--- src/rtl/isa_pkg.sv ---
// rtl/isa_pkg.sv - shared types and timing defaults for the ISA I/O master
package isa_pkg;

  localparam int ISA_ADDR_W = 16;
  localparam int ISA_DATA_W = 16;

  localparam int ISA_SETUP_DEF   = 2;
  localparam int ISA_STROBE_DEF  = 10;
  localparam int ISA_HOLD_DEF    = 2;
  localparam int ISA_TIMEOUT_DEF = 1024;

  typedef enum logic [2:0] {
    ST_IDLE,
    ST_SETUP,
    ST_STROBE,
    ST_WAIT,
    ST_HOLD,
    ST_RESP
  } isa_state_e;

  function automatic int isa_max4(input int a, input int b, input int c, input int d);
    int m;
    m = a;
    if (b > m) m = b;
    if (c > m) m = c;
    if (d > m) m = d;
    return m;
  endfunction

endpackage

--- src/rtl/isa_sync2.sv ---
// rtl/isa_sync2.sv - two-flop synchronizer for the asynchronous IOCHRDY input
module isa_sync2 #(
  parameter logic RESET_VAL = 1'b1
) (
  input  logic clk_i,
  input  logic reset_i,
  input  logic d_i,
  output logic q_o
);

  logic meta_q;
  logic sync_q;

  always_ff @(posedge clk_i) begin
    if (reset_i) begin
      meta_q <= RESET_VAL;
      sync_q <= RESET_VAL;
    end else begin
      meta_q <= d_i;
      sync_q <= meta_q;
    end
  end

  assign q_o = sync_q;

endmodule

--- src/rtl/isa_io_master.sv ---
// rtl/isa_io_master.sv - turns single I/O commands into timed ISA IOR/IOW cycles
// Define ISA_IOCHRDY_EN to build IOCHRDY wait-state extension with timeout.
module isa_io_master
  import isa_pkg::*;
#(
  parameter int SETUP_CYCLES   = ISA_SETUP_DEF,
  parameter int STROBE_CYCLES  = ISA_STROBE_DEF,
  parameter int HOLD_CYCLES    = ISA_HOLD_DEF,
  parameter int TIMEOUT_CYCLES = ISA_TIMEOUT_DEF
) (
  input  logic                  clk,
  input  logic                  reset,
  input  logic                  cmd_valid,
  output logic                  cmd_ready,
  input  logic                  cmd_write,
  input  logic                  cmd_byte,
  input  logic [ISA_ADDR_W-1:0] cmd_addr,
  input  logic [ISA_DATA_W-1:0] cmd_wdata,
  output logic                  rsp_valid,
  output logic [ISA_DATA_W-1:0] rsp_rdata,
  output logic                  rsp_timeout,
  output logic [ISA_ADDR_W-1:0] isa_addr,
  output logic [ISA_DATA_W-1:0] isa_data_o,
  output logic                  isa_data_oe,
  input  logic [ISA_DATA_W-1:0] isa_data_i,
  output logic                  isa_ior_n,
  output logic                  isa_iow_n,
  input  logic                  isa_iochrdy
);

  localparam int CNT_W = $clog2(isa_max4(SETUP_CYCLES, STROBE_CYCLES,
                                         HOLD_CYCLES, TIMEOUT_CYCLES) + 1);
  typedef logic [CNT_W-1:0] cnt_t;

  isa_state_e            state_q, state_d;
  cnt_t                  cnt_q, cnt_d;
  logic [ISA_ADDR_W-1:0] addr_q, addr_d;
  logic [ISA_DATA_W-1:0] wdata_q, wdata_d;
  logic [ISA_DATA_W-1:0] rdata_q, rdata_d;
  logic                  write_q, write_d;
  logic                  byte_q, byte_d;
  logic                  timeout_q, timeout_d;
  logic                  rdy_sync;
  logic                  capture;
  logic                  strobe_low;

`ifdef ISA_IOCHRDY_EN
  isa_sync2 #(.RESET_VAL(1'b1)) u_sync (
    .clk_i   (clk),
    .reset_i (reset),
    .d_i     (isa_iochrdy),
    .q_o     (rdy_sync)
  );
`else
  logic unused_inputs;
  assign unused_inputs = isa_iochrdy ^ timeout_q;
  assign rdy_sync      = 1'b1;
`endif

  always_ff @(posedge clk) begin
    if (reset) begin
      state_q   <= ST_IDLE;
      cnt_q     <= '0;
      addr_q    <= '0;
      wdata_q   <= '0;
      rdata_q   <= '0;
      write_q   <= 1'b0;
      byte_q    <= 1'b0;
      timeout_q <= 1'b0;
    end else begin
      state_q   <= state_d;
      cnt_q     <= cnt_d;
      addr_q    <= addr_d;
      wdata_q   <= wdata_d;
      rdata_q   <= rdata_d;
      write_q   <= write_d;
      byte_q    <= byte_d;
      timeout_q <= timeout_d;
    end
  end

  // Each timed state reloads the shared down-counter on entry and exits at zero.
  always_comb begin
    state_d   = state_q;
    cnt_d     = cnt_q;
    addr_d    = addr_q;
    wdata_d   = wdata_q;
    rdata_d   = rdata_q;
    write_d   = write_q;
    byte_d    = byte_q;
    timeout_d = timeout_q;
    capture   = 1'b0;
    unique case (state_q)
      ST_IDLE: begin
        if (cmd_valid) begin
          state_d   = ST_SETUP;
          cnt_d     = cnt_t'(SETUP_CYCLES - 1);
          addr_d    = cmd_addr;
          wdata_d   = cmd_byte ? {cmd_wdata[7:0], cmd_wdata[7:0]} : cmd_wdata;
          rdata_d   = '0;
          write_d   = cmd_write;
          byte_d    = cmd_byte;
          timeout_d = 1'b0;
        end
      end
      ST_SETUP: begin
        if (cnt_q == '0) begin
          state_d = ST_STROBE;
          cnt_d   = cnt_t'(STROBE_CYCLES - 1);
        end else begin
          cnt_d = cnt_q - 1'b1;
        end
      end
      ST_STROBE: begin
        if (cnt_q == '0) begin
          if (rdy_sync) begin
            state_d = ST_HOLD;
            cnt_d   = cnt_t'(HOLD_CYCLES - 1);
            capture = 1'b1;
          end else begin
            state_d = ST_WAIT;
            cnt_d   = cnt_t'(TIMEOUT_CYCLES - 1);
          end
        end else begin
          cnt_d = cnt_q - 1'b1;
        end
      end
      ST_WAIT: begin
        if (rdy_sync || cnt_q == '0) begin
          state_d   = ST_HOLD;
          cnt_d     = cnt_t'(HOLD_CYCLES - 1);
          capture   = 1'b1;
          timeout_d = !rdy_sync;
        end else begin
          cnt_d = cnt_q - 1'b1;
        end
      end
      ST_HOLD: begin
        if (cnt_q == '0) begin
          state_d = ST_RESP;
        end else begin
          cnt_d = cnt_q - 1'b1;
        end
      end
      ST_RESP: begin
        state_d = ST_IDLE;
      end
      default: begin
        state_d = ST_IDLE;
      end
    endcase
    if (capture && !write_q) begin
      rdata_d = byte_q ? {{(ISA_DATA_W-8){1'b0}}, isa_data_i[7:0]} : isa_data_i;
    end
  end

  always_comb begin
    strobe_low  = (state_q == ST_STROBE) || (state_q == ST_WAIT);
    cmd_ready   = (state_q == ST_IDLE) && !reset;
    rsp_valid   = (state_q == ST_RESP);
    rsp_rdata   = (state_q == ST_RESP) ? rdata_q : '0;
`ifdef ISA_IOCHRDY_EN
    rsp_timeout = (state_q == ST_RESP) && timeout_q;
`else
    rsp_timeout = 1'b0;
`endif
    isa_addr    = addr_q;
    isa_data_o  = wdata_q;
    isa_data_oe = write_q && (state_q == ST_SETUP || strobe_low || state_q == ST_HOLD);
    isa_ior_n   = !(strobe_low && !write_q);
    isa_iow_n   = !(strobe_low && write_q);
  end

endmodule

--- config.mk ---
export PLATFORM = sky130hd
export DESIGN_NAME = isa_io_master
export DESIGN_NICKNAME = d
export VERILOG_FILES = /design/src/rtl/isa_pkg.sv /design/src/rtl/isa_sync2.sv /design/src/rtl/isa_io_master.sv
export SDC_FILE = /design/constraint.sdc
export NUM_CORES = 1
export LEC_CHECK = 0
export CAP_MARGIN = 40
export CORE_MARGIN = 2
export CORE_UTILIZATION = 40
export CTS_BUF_LIST = sky130_fd_sc_hd__clkbuf_8 sky130_fd_sc_hd__clkbuf_16
export CTS_CLUSTER_SIZE = 28
export DETAILED_ROUTE_END_ITERATION = 10
export DONT_BUFFER_PORTS = 1
export PLACE_DENSITY = 0.55
export SLEW_MARGIN = 20
export SYNTH_ARGS = -nofsm -noshare
export SYNTH_HDL_FRONTEND = slang
export SYNTH_SLANG_ARGS = --single-unit
--- constraint.sdc ---
create_clock -name clk -period 2.1 [get_ports clk]
set_input_delay 0.315 -clock clk [delete_from_list [all_inputs] [get_ports clk]]
set_output_delay 0.315 -clock clk [all_outputs]
set_load 0.1 [all_outputs]
==> impl_metrics.json, run 1 <==
{
  "status": "finished, final reports clean",
  "seqPwrFrac_pct": 22.9,
  "synth_flop_cell": "dfxtp_1",
  "worstHoldPathType": "in -> reg",
  "num_io_pins": 108,
  "synth_cells": 361,
  "path_class": "reg -> out",
  "grt_pass1_wl_mm": 12.7,
  "mostFrequentLayoutCells": "62 x nand2_1, 62 x dfxtp_1, 57 x buf_4, 45 x a21oi_1, 17 x o211ai_1",
  "cellLeakagePower_nw": 1.50,
  "combPwrFrac_pct": 62.0,
  "routed_via_density": 5.36,
  "cts_sinks": 64,
  "clkPwrFrac_pct": 15.1,
  "p_sw_share_pct": 51.8,
  "fmax_ghz": 0.491,
  "die_y_um": 90.4,
  "yosysSeqAreaShare_pct": 42.9,
  "yosysWarnings": 0,
  "fp.dieArea_um2": 8180,
  "dieWidth_um": 90.4,
  "numCtsBuffers": 9,
  "powerDensity_nw_per_um2": 1930,
  "synth_edf_count": 0,
  "start_util_pct": 41.2,
  "tns_ns": 0,
  "cp.arrival_ns": 1.72,
  "globalplace.congestion": 0.768,
  "hpwlAfterDp_mm": 5.11,
  "synth_async_sr_flop_share_pct": 0,
  "syn_nets": 416,
  "core_um2": 7250,
  "maxSlewViolCount": 0,
  "final_net_count": 465,
  "grt_util_all_layers_pct": 18.9,
  "fill_cells": 706,
  "p_sw_mw": 3.89,
  "rows": 31,
  "cts_buffer_depth": 2,
  "synthToLayoutAreaGrowth_pct": 30.1,
  "p_total_mw": 7.52,
  "diodes": 0,
  "worstSetupEndpointType": "output port",
  "drc": 0,
  "start_kind": "flip-flop",
  "ys_types": 51,
  "vias": 2752,
  "grt_max_degree": 67,
  "drv_cap": 0,
  "antenna_found_initial": 0,
  "htreeDepth": 3,
  "cts_tree": "yes",
  "first_pass_iters": 4,
  "ant_nets": 0,
  "holdBufCountCts": 0,
  "clockRootBuffer": "clkbuf_8",
  "finalInstanceArea_um2": 3890,
  "insertion_delay_ns": 0.33,
  "irDropWorstVdd_mv": 0.813,
  "fin_ws_ns": 0.0625,
  "pre_cts_ws_ns": 0.187,
  "netlist_area_um2": 2990,
  "grt_overflow": 0,
  "critPathMaxFanout": 6,
  "routed_wl_mm": 7.62,
  "syn_area_per_cell_um2": 8.28,
  "rsz0062_at_grt": "no",
  "clkTransAtPathRegs_ns": 0.07,
  "layout-drive-gt1-share_pct": 26.1,
  "wire_per_inst_um": 14.8,
  "grt_pass1_vias": 2616,
  "min_period_over_period_pct": 97.0,
  "placed_area_um2": 3670,
  "fin_crit_ns": 2.04,
  "final_hold_viol_count": 0,
  "intPower_mw": 3.62,
  "finClkSkew_ns": 0.00732,
  "drt_iter0_drc": 117,
  "io_buffers": 0,
  "setup_viol_count_final": 0,
  "synth_seq_cells": 64,
  "worstPathRequired_ns": 1.78
}
==> worst max-delay path, stage by stage, from the launching register on <==
cell and delay [ns]:
dfxtp_1 0.43, or3b_2 0.52, a21boi_2 0.24, buf_12 0.21
==> state kept, by name, summed over array words and instances, names as in the netlist <==
signal / count
isa_addr: 16
isa_data_o: 16
rdata_q: 16
cnt_q: 11
state_q: 3
byte_q: 1
write_q: 1
==> cell type report <==
cell class | count | area [um^2] | share of cell area [%]
Multi-Input combinational cell | 260 | 1610 | 41.5
Sequential cell | 64 | 1280 | 33.0
Timing Repair Buffer | 67 | 628 | 16.2
Clock buffer | 9 | 124 | 3.19
Tap cell | 99 | 124 | 3.19
Clock inverter | 6 | 83.8 | 2.16
Inverter | 8 | 31.3 | 0.805
==> final timing paths <==
| path | start | end | slack, ns | cells past startpoint |
|---|---|---|---|---|
| setup / recovery | state_q[2]$_SDFFE_PP0P_ | isa_data_oe | 0.06 | 3 |
| hold / removal | reset | cnt_q[4]$_SDFFE_PP0P_ | 0.05 | 1 |
| setup reg to reg | cnt_q[1]$_SDFFE_PP0P_ | cnt_q[8]$_SDFFE_PP0P_ | 0.16 | 6 |
| hold reg to reg | isa_addr[1]$_SDFFE_PP0P_ | isa_addr[1]$_SDFFE_PP0P_ | 0.45 | 2 |
==> power groups by stage <==
stage	clock network, mW	registers (mW)	logic [mW]
6_report	1.14	1.72	4.66
5_1_grt	1.24	1.76	4.98
4_1_cts	1.17	1.72	4.67
3_5_place_dp	0	1.74	4.65
3_3_place_gp	0	1.74	4.61
2_1_floorplan	0	2.85	2.29
==> kinds of logic (layout without fill, tap and decap cells) <==
family | Yosys count | count (layout) | synth area share, %
flops | 64 | 64 | 42.9
mux | 9 | 9 | 3.02
xor+xnor | 1 | 1 | 0.293
other cells | 1 | 1 | 0.126
fa+ha+maj | 1 | 1 | 0.419
buf+inv | 37 | 90 | 5.11
compound gates | 97 | 97 | 21.5
simple gates | 151 | 151 | 26.6
==> through the flow <==
stage | utilization (%) | hold slack (ns) | std cells
finish | 53.6 | 0.0460 | 513
global route | 53.6 | 0.0158 | 513
CTS | 53.5 | 0.0247 | 513
detailed placement | 50.6 | 0.392 | 498
global placement | 50.6 | 0.397 | 498
floorplan | - | 0.434 | 361
==> metal layers <==
layer | share of wire [%] | wire (um) | track usage (%) | up-vias
li1 | - | - | - | 1385
met1 | 46 | 3470 | 24.4 | 1279
met2 | 47 | 3570 | 30.3 | 80
met3 | 6.2 | 476 | 4.51 | 8
met4 | 1.2 | 95 | 7.82 | 0
met5 | 0 | 0 | 0 | -
==> synth_stat cells (3+ instances only) <==
| cell type | number | share of area, % |
|---|---|---|
| a211oi_1 | 9 | 2.3 |
| a21oi_1 | 45 | 7.5 |
| a31oi_1 | 3 | 0.63 |
| a32oi_1 | 3 | 0.88 |
| and2_1 | 16 | 3.4 |
| clkbuf_1 | 24 | 3.0 |
| dfxtp_1 | 64 | 43 |
| inv_1 | 7 | 0.88 |
| mux2i_1 | 9 | 3.0 |
| nand2_1 | 62 | 7.8 |
| nand3_1 | 15 | 2.5 |
| nand4_1 | 3 | 0.63 |
| nand4b_1 | 9 | 2.6 |
| nor2_1 | 13 | 1.6 |
| nor3_1 | 7 | 1.2 |
| nor3b_1 | 3 | 0.75 |
| o211ai_1 | 17 | 4.3 |
| o21ai_1 | 4 | 0.67 |
| o32ai_1 | 3 | 0.88 |
| or3_1 | 5 | 1.0 |
| or4_1 | 3 | 0.75 |
==> what timing repair did <==
action | CTS | global route
endpoints found under the setup margin | 1 | 18
resized for setup | 1 | 3
buffers inserted | 0 | 0
cloned | 0 | 0
No activity file was read; power rests on OpenSTA's default activity.
==> run 2, diff against run 1 <==
--- a/config.mk
+++ b/config.mk
@@ -5,6 +5,7 @@
 export SDC_FILE = /design/constraint.sdc
 export NUM_CORES = 1
 export LEC_CHECK = 0
+export ABC_CLOCK_PERIOD_IN_PS = 2100
 export CAP_MARGIN = 40
 export CORE_MARGIN = 2
 export CORE_UTILIZATION = 40
@@ -12,7 +13,7 @@
 export CTS_CLUSTER_SIZE = 28
 export DETAILED_ROUTE_END_ITERATION = 10
 export DONT_BUFFER_PORTS = 1
-export PLACE_DENSITY = 0.55
+export PLACE_DENSITY = 0.62
 export SLEW_MARGIN = 20
 export SYNTH_ARGS = -nofsm -noshare
 export SYNTH_HDL_FRONTEND = slang
==> run 2 against run 1 <==
Sequential power about the same. First-iteration DRC count up 120%. Clock-buffer cell count rose by 1. Register-to-register slack about the same. Sequential cell count is the same. Final cell count is 1.6% lower. Routed wire length fell by 0.45%. Clock power decreased by 8%. Critical path depth grew 2. Largest cell class unchanged.
==> impl_metrics.json, run 2 (synthesized netlist as in run 1, its figures left out) <==
{
  "grt_pass1_wl_mm": 12.7,
  "crit_buf_inv": 3,
  "cts_sinks": 64,
  "final_net_count": 457,
  "routed_wl_mm": 7.58,
  "layout-drive-gt1-share_pct": 24.6,
  "ant_nets": 0,
  "powerDensity_nw_per_um2": 1920,
  "place_inst": 489,
  "grt_overflow": 0,
  "maxSlewViolCount": 0,
  "critPathTopFamily": "buffers and inverters",
  "critPathMaxFanout": 17,
  "crit_start": "state_q[0]$_SDFFE_PP0P_",
  "htreeDepth": 3,
  "num_io_pins": 108,
  "worst_pin_slew_ns": 0.590,
  "path_class": "reg -> out",
  "fmax_ghz": 0.506,
  "dieWidth_um": 90.4,
  "crit_slowest_cell": "dfxtp_2",
  "relSlewSlack_pct": 60.3,
  "cts_tree": "yes",
  "crit_path_max_incr_delay_ns": 0.43,
  "path_cells": "clkinvlp_4 -> nor3b_4 -> buf_6 -> and2_1 -> buf_12",
  "p_total_mw": 7.36,
  "cts_buffer_depth": 2,
  "rr_startpoint": "cnt_q[0]$_SDFFE_PP0P_",
  "worstPathRequired_ns": 1.78,
  "antenna_found_initial": 0,
  "cp-endpoint": "rsp_rdata[4]",
  "rr_worst_depth": 6,
  "layout.cells.non_filler": 505,
  "worstSetupEndpointType": "output port",
  "setup_viol_count_final": 0,
  "ff2ff_setup_slack_ns": 0.16,
  "routed_via_density": 5.48,
  "io_buffers": 0,
  "status": "finished, final reports clean",
  "numCtsBuffers": 9,
  "diodes": 0,
  "fp.dieArea_um2": 8180,
  "wire_per_inst_um": 15.0,
  "cp.arrival_ns": 1.66,
  "final_hold_viol_count": 0,
  "core_um2": 7250,
  "drv_cap": 0,
  "hpwlAfterDp_mm": 5.13,
  "clkTransAtPathRegs_ns": 0.07,
  "cellLeakagePower_nw": 1.45,
  "start_kind": "flip-flop",
  "die_y_um": 90.4,
  "start_util_pct": 41.2,
  "crit_cells": 5,
  "drc": 0,
  "min_period_over_period_pct": 94.1,
  "fill_cells": 714,
  "drt_iter0_drc": 262,
  "fin_crit_ns": 1.98,
  "worstHoldPathType": "in -> reg",
  "vias": 2766,
  "clockRootBuffer": "clkbuf_8",
  "first_pass_iters": 5,
  "finClkSkew_ns": 0.00968,
  "r2r_end": "cnt_q[8]$_SDFFE_PP0P_",
  "insertion_delay_ns": 0.33,
  "rows": 31,
  "grt_max_degree": 67,
  "grt_util_all_layers_pct": 18.6,
  "mostFrequentLayoutCells": "62 x nand2_1, 62 x dfxtp_1, 48 x buf_4, 45 x a21oi_1, 17 x o211ai_1",
  "grt_pass1_vias": 2682,
  "globalplace.congestion": 0.858,
  "synthToLayoutAreaGrowth_pct": 28.1,
  "irDropWorstVdd_mv": 1.38,
  "holdBufCountCts": 0,
  "hold-worst-slack_ns": 0.0538,
  "rsz0062_at_grt": "no"
}
[run 2: cell count changes in the layout (fill, tap and decap cells not counted), sizes merged]
cell,delta
buf,-8
bufinv,-1
clkbuf,+1
clkinv,-1
clkinvlp,+2
inv,-1
[run 2: worst min path at each step]
stage	start	end	cells past startpoint
finish	reset	cnt_q[0]$_SDFFE_PP0P_	1
global placement	reset	isa_addr[12]$_SDFFE_PP0P_	1
CTS	reset	isa_addr[10]$_SDFFE_PP0P_	1
floorplan	cnt_q[10]$_SDFFE_PP0P_	cnt_q[10]$_SDFFE_PP0P_	2
global route	reset	state_q[1]$_SDFFE_PP0P_	1
detailed placement	reset	isa_addr[7]$_SDFFE_PP0P_	1
[run 2: report_power, final]
part / switching [mW] / internal (mW) / total [mW]
registers: 0.214 / 1.52 / 1.74
logic: 3.20 / 1.37 / 4.57
clock network: 0.480 / 0.574 / 1.05
total: 3.90 / 3.46 / 7.36
[run 2: per-stage QoR]
stage | util (%) | TNS (ns) | worst slack [ns] | area (um^2)
after floorplan | - | -0.101 | -0.101 | 3040
after global placement | 49.7 | 0 | 0.0347 | 3600
after detailed placement | 49.7 | -0.0255 | -0.0140 | 3600
final | 52.8 | 0 | 0.124 | 3830
after CTS | 52.5 | 0 | 0.0302 | 3810
after global routing | 52.8 | 0 | 0.00492 | 3830
[run 2: per-layer routing]
metal	global-route usage, %	part of all wire [%]	vias up
met2	30.8	47	83
met4	7.82	1.3	0
met5	0	0	-
met3	3.92	5.3	8
li1	-	-	1376
met1	23.5	46	1299
[run 2: cell type report]
cell class | instances | area [um^2] | area share [%]
sequential | 64 | 1280 | 33.6
tap | 99 | 124 | 3.24
clock buffer | 10 | 138 | 3.60
inverter | 8 | 35.0 | 0.916
timing repair buffer | 59 | 572 | 14.9
multi-input combinational | 260 | 1620 | 42.3
clock inverter | 5 | 56.3 | 1.47
[run 2: what timing repair did]
action,CTS,global route
gates resized for setup,3,3
gates cloned,0,0
endpoints found under the setup margin,22,20
pin swaps,0,1
setup buffers,0,1
